### config.mk
export PLATFORM = sky130hd
export DESIGN_NAME = regfile_arbiter
export DESIGN_NICKNAME = d
export VERILOG_FILES = /design/src/rtl/regfile_arbiter.sv
export SDC_FILE = /design/constraint.sdc
export NUM_CORES = 1
export LEC_CHECK = 0
export BUFFER_PORTS_ARGS = -buffer_cell sky130_fd_sc_hd__buf_2
export CORE_ASPECT_RATIO = 2
export CORE_MARGIN = 2
export CORE_UTILIZATION = 45
export DETAILED_ROUTE_END_ITERATION = 12
export PLACE_DENSITY = 0.8
export SKIP_LAST_GASP = 1
export SYNTH_ARGS = -nofsm -noshare
export SYNTH_HDL_FRONTEND = slang
export SYNTH_SLANG_ARGS = --single-unit
### constraint.sdc
create_clock -name clk -period 3.4 [get_ports clk]
set_input_delay 0.17 -clock clk [delete_from_list [all_inputs] [get_ports clk]]
set_output_delay 0.17 -clock clk [all_outputs]
set_load 0.01 [all_outputs]
### src/rtl/regfile_arbiter.sv
// Round-robin arbiter and access sequencer in front of an 8 x 16-bit register file.
// Each granted access runs IDLE -> ACCESS -> ACK, with every register-file control driven from flops.
module regfile_arbiter #(
    parameter int unsigned DATA_W = 16,
    parameter int unsigned ADDR_W = 3
) (
    input  logic              clk,
    input  logic              rst_n,
    input  logic              req_a,
    input  logic              req_b,
    input  logic              we_a,
    input  logic              we_b,
    input  logic [ADDR_W-1:0] addr_a,
    input  logic [ADDR_W-1:0] addr_b,
    input  logic [DATA_W-1:0] wdata_a,
    input  logic [DATA_W-1:0] wdata_b,
    output logic              ack_a,
    output logic              ack_b,
    output logic [DATA_W-1:0] rdata,
    output logic              busy,
    output logic              rf_write,
    output logic [ADDR_W-1:0] rf_writenum,
    output logic [ADDR_W-1:0] rf_readnum,
    output logic [DATA_W-1:0] rf_data_in,
    input  logic [DATA_W-1:0] rf_data_out
);

    localparam logic [1:0] ST_IDLE   = 2'd0;
    localparam logic [1:0] ST_ACCESS = 2'd1;
    localparam logic [1:0] ST_ACK    = 2'd2;

    localparam logic GRANT_A = 1'b0;
    localparam logic GRANT_B = 1'b1;

    logic [1:0]        state_q,       state_d;
    logic              last_grant_q,  last_grant_d;
    logic              op_sel_q,      op_sel_d;
    logic              op_we_q,       op_we_d;
    logic              ack_a_q,       ack_a_d;
    logic              ack_b_q,       ack_b_d;
    logic              busy_q,        busy_d;
    logic              rf_write_q,    rf_write_d;
    logic [ADDR_W-1:0] rf_writenum_q, rf_writenum_d;
    logic [ADDR_W-1:0] rf_readnum_q,  rf_readnum_d;
    logic [DATA_W-1:0] rf_data_in_q,  rf_data_in_d;
    logic [DATA_W-1:0] rdata_q,       rdata_d;

    logic              grant_b_c;
    logic              win_we_c;
    logic [ADDR_W-1:0] win_addr_c;
    logic [DATA_W-1:0] win_wdata_c;

    // B wins when it is alone, or on a tie when A was granted most recently.
    always_comb begin
        grant_b_c   = req_b & (~req_a | (last_grant_q == GRANT_A));
        win_we_c    = grant_b_c ? we_b    : we_a;
        win_addr_c  = grant_b_c ? addr_b  : addr_a;
        win_wdata_c = grant_b_c ? wdata_b : wdata_a;
    end

    always_ff @(posedge clk or negedge rst_n) begin
        if (!rst_n) begin
            state_q       <= ST_IDLE;
            last_grant_q  <= GRANT_B;
            op_sel_q      <= GRANT_A;
            op_we_q       <= 1'b0;
            ack_a_q       <= 1'b0;
            ack_b_q       <= 1'b0;
            busy_q        <= 1'b0;
            rf_write_q    <= 1'b0;
            rf_writenum_q <= '0;
            rf_readnum_q  <= '0;
            rf_data_in_q  <= '0;
            rdata_q       <= '0;
        end else begin
            state_q       <= state_d;
            last_grant_q  <= last_grant_d;
            op_sel_q      <= op_sel_d;
            op_we_q       <= op_we_d;
            ack_a_q       <= ack_a_d;
            ack_b_q       <= ack_b_d;
            busy_q        <= busy_d;
            rf_write_q    <= rf_write_d;
            rf_writenum_q <= rf_writenum_d;
            rf_readnum_q  <= rf_readnum_d;
            rf_data_in_q  <= rf_data_in_d;
            rdata_q       <= rdata_d;
        end
    end

    // Outputs are computed for the next state so they are valid in the cycle that state is held.
    always_comb begin
        state_d       = state_q;
        last_grant_d  = last_grant_q;
        op_sel_d      = op_sel_q;
        op_we_d       = op_we_q;
        ack_a_d       = 1'b0;
        ack_b_d       = 1'b0;
        busy_d        = busy_q;
        rf_write_d    = 1'b0;
        rf_writenum_d = rf_writenum_q;
        rf_readnum_d  = rf_readnum_q;
        rf_data_in_d  = rf_data_in_q;
        rdata_d       = rdata_q;

        case (state_q)
            ST_IDLE: begin
                busy_d = 1'b0;
                if (req_a || req_b) begin
                    state_d      = ST_ACCESS;
                    busy_d       = 1'b1;
                    last_grant_d = grant_b_c;
                    op_sel_d     = grant_b_c;
                    op_we_d      = win_we_c;
                    rf_write_d   = win_we_c;
                    if (win_we_c) begin
                        rf_writenum_d = win_addr_c;
                        rf_data_in_d  = win_wdata_c;
                    end else begin
                        rf_readnum_d  = win_addr_c;
                    end
                end
            end
            ST_ACCESS: begin
                state_d = ST_ACK;
                busy_d  = 1'b1;
                if (!op_we_q) begin
                    rdata_d = rf_data_out;
                end
                ack_a_d = (op_sel_q == GRANT_A);
                ack_b_d = (op_sel_q == GRANT_B);
            end
            ST_ACK: begin
                state_d = ST_IDLE;
                busy_d  = 1'b0;
            end
            default: begin
                state_d = ST_IDLE;
                busy_d  = 1'b0;
            end
        endcase
    end

    assign ack_a       = ack_a_q;
    assign ack_b       = ack_b_q;
    assign busy        = busy_q;
    assign rf_write    = rf_write_q;
    assign rf_writenum = rf_writenum_q;
    assign rf_readnum  = rf_readnum_q;
    assign rf_data_in  = rf_data_in_q;
    assign rdata       = rdata_q;

endmodule

==> metrics.md <==
| Metric | Value |
|---|---|
| HPWL after detailed placement | 3.27 mm |
| Synth Cell Area | 0.00197 mm^2 |
| Critical path type | flop to flop |
| Sw Ratio | 36.4% |
| Core area | 0.00430 mm^2 |
| Finished Layout Cells | 336 |
| Avg WL per Cell | 13.0 um |
| Outcome | finished clean |
| DIE WIDTH | 50.8 um |
| Root buffer cell | clkbuf_8 |
| Total chip power | 2.36 mW |
| Seq/Total Area, Yosys | 59.7% |
| DR iter-0 viols | 33 |
| Critical-path cell list | nor2_2, nand4_1, o22ai_1, nor3_1 |
| Clk_lat worst skew | 0.29 ns |
| Mean post-synth cell area | 10.9 um^2 |
| Post-layout util | 60.7% |
| Grt ovf | 0 |
| Area Overhead vs Synth | 32.1% |
| Count of hold-fix buffers inserted at cts | 0 |
| Synth cell types | 24 |
| Final Skew | 0.00886 ns |
| Most Crowded Layer GR | met2 |
| Least-Margin Pin Slew | 0.998 ns |
| Synth async-reset ratio | 100% |
| Unrepaired setup endpoints after global routing | false |
| First-pass DRT Iterations | 4 |
| Sequential Power Share | 42.6% |
| H-Tree Depth | 2 |
| Vias in the first global route | 1,726 |
| Static leakage | 1.33 nW |
| Post-synth EDFFs | 0 |
| CP endpoint kind | flop |
| Final WS setup | 1.49 ns |
| NumNets Final | 341 |
| Port bufs | 101 |
| Layout cells sized above 1 | 46.8% |
| Post-Route WL | 4.38 mm |
| Slew Viols, Final | 0 |
| Worst path slowest cell | nand4_1 |
| CTS tree | done |
| Final ANT Viol Nets | 0 |
| Gate power share | 42.1% |
| Worst Hold Class | input pin to async pin |
| Largest net degree at the start of global routing | 48 |
| Commonest cells post-synth | dfrtp_1 (46), nor2_1 (43), nor3_1 (20) |
| Placed inst area | 0.00250 mm^2 |
| CTS Buf Count | 5 |
| First-pass GRT wire length | 7.23 mm |
| Dpl ws | 1.47 ns |
| Critical path peak fanout | 19 |
| Max-capacitance violation count | 0 |
| Final setup vio count | 0 |
| Synthesized instance count | 181 |
| Final Hold Viols | 0 |
| Critical Path Start Type | flop |
| Initial Util | 45.9% |
| Die ar. | 0.00496 mm^2 |
| Clock network power share | 15.3% |
| Met1 GRT Util | 18.9% |
| Setup bufs post-CTS | 0 |
| Max Clk Rate | 523 MHz |
| Ports | 102 |
| Ys Warns | 0 |
| Clk sinks | 47 |
| Maximum vdd drop | 0.521 mV |
| Relative slew slack | 33.5% |
| #FFs+latches synth | 47 |
| Required time of the critical path | 3.57 ns |
| Critical Path AT | 2.08 ns |
| Synth area leader | dfrtp_1 |
| Initial antenna violation count | 0 |
| CP max stage delay | 0.73 ns |
| GR Util All Layers | 18.8% |
| Num rows | 34 |
| Vias | 1,725 |
| Placed Cells | 328 |
| Final TNS setup | 0 ns |
| Period minus WS final | 1.91 ns |
| GR Util met3 | 3.23% |
| Clock-pin slew on the worst setup and hold paths | 0.08 ns |
| Layout filler cell count | 408 |
| Hold slack | 0.0383 ns |
| Finished Cell Area | 0.00261 mm^2 |
| Die Ht | 97.6 um |
| Diodes inserted | 0 |
| Via/cell ratio | 5.13 |
| Met2 Resource Use GR | 36.7% |
| PD cells | 904 mW/mm^2 |
| NetSw | 0.857 mW |
| Largest cells by area after synthesis | dfrtp_1 (58%), mux2_2 (9.1%), nor2_1 (8.2%) |
| Post-cts sizing count | 0 |
| Fin crit share | 56.2% |
| Syn Nets | 241 |
| RD Place Congestion | 0.713 |
| Primary FF master, synth | dfrtp_1 |
| Clock buffer depth | 2 |
| DRC violations left | 0 |
| Top cell type's share of synthesized area | 58.3% |
| Count leader, synth | dfrtp_1 |
| Pint | 1.50 mW |
metal layers:
layer	wire length [um]	share of wire, %	vias up
met5	0	0	-
met2	2420	55	76
li1	-	-	832
met4	64	1.5	0
met1	1640	37	812
met3	259	5.9	5
critical path: cells and delay by family (launching register included):
kind	cells	cell delay [ns]
AND/OR/NAND/NOR	3	1.03
AO/OA/AOI/OAI	1	0.34
flip-flops	1	0.41
cell type report:
class                           count  area, um^2  area share (%)
Clock buffer                        7        96.3            3.69
Multi-Input combinational cell    123         742            28.5
Inverter                            3        11.3           0.432
Sequential cell                    47        1180            45.2
Clock inverter                      1        7.51           0.288
Timing Repair Buffer              101         505            19.4
Tap cell                           54        67.6            2.59
logic make-up (layout without fill, tap and decap cells):
kind of cell | count (synthesis) | count (layout) | synth area share (%)
multiplexers | 21 | 21 | 11.9
buffers and inverters | 11 | 112 | 2.73
AND/OR/NAND/NOR | 71 | 71 | 15.8
AO/OA/AOI/OAI | 31 | 31 | 9.89
flip-flops | 47 | 47 | 59.7
registers in the layout (all words and copies together), names as in the netlist:
register / count
rf_write: 1
op_sel_q: 1
state_q: 2
op_we_q: 1
rf_data_in: 16
rdata: 16
busy: 1
rf_readnum: 3
ack_a: 1
last_grant_q: 1
rf_writenum: 3
ack_b: 1
cell usage in the layout (no fill, tap or decap):
cell type   Yosys  layout
a21oi_1         7       7
mux2_4          1       1
o21ai_1         1       1
and2_1          1       1
mux2_2         16      16
a31oi_1         1       1
nand2b_1        1       1
nor2_4          1       1
dfstp_2         1       1
mux2i_1         4       4
clkbuf_8        0       7
nand2_1         2       2
buf_2           7     101
nor2_2          2       2
nand4_1         1       1
inv_1           2       2
nor3_1         20      20
a21bo_1         1       1
dfrtp_1        46      46
nor2_1         43      43
o22ai_1        19      19
clkinvlp_4      0       1
o21ai_0         1       1
o2111ai_2       1       1
inv_2           1       1
worst paths after layout:
check | from | end | slack (ns) | cells after the start
setup reg to reg | state_q[0]$_DFFE_PN0P_ | rf_writenum[2]$_DFFE_PN0P_ | 1.49 | 4
setup / recovery | state_q[0]$_DFFE_PN0P_ | rf_writenum[2]$_DFFE_PN0P_ | 1.49 | 4
hold reg to reg | op_sel_q$_DFFE_PN0P_ | ack_a$_DFF_PN0_ | 0.46 | 1
max in group asynchronous | rst_n | rdata[1]$_DFFE_PN0P_ | 2.74 | 1
hold / removal | rst_n | rdata[12]$_DFFE_PN0P_ | 0.04 | 1
min in group clk | req_a | last_grant_q$_DFFE_PN1P_ | 0.11 | 2
power groups by stage:
stage,clock [mW],combinational [mW],sequential (mW)
final,0.361,0.992,1.00
after global routing,0.392,1.10,1.04
after CTS,0.373,1.01,1.01
after detailed placement,0,1.01,1.02
after global placement,0,0.984,1.00
after floorplan,0,0.526,1.12
No activity file was read; power rests on OpenSTA's default activity.
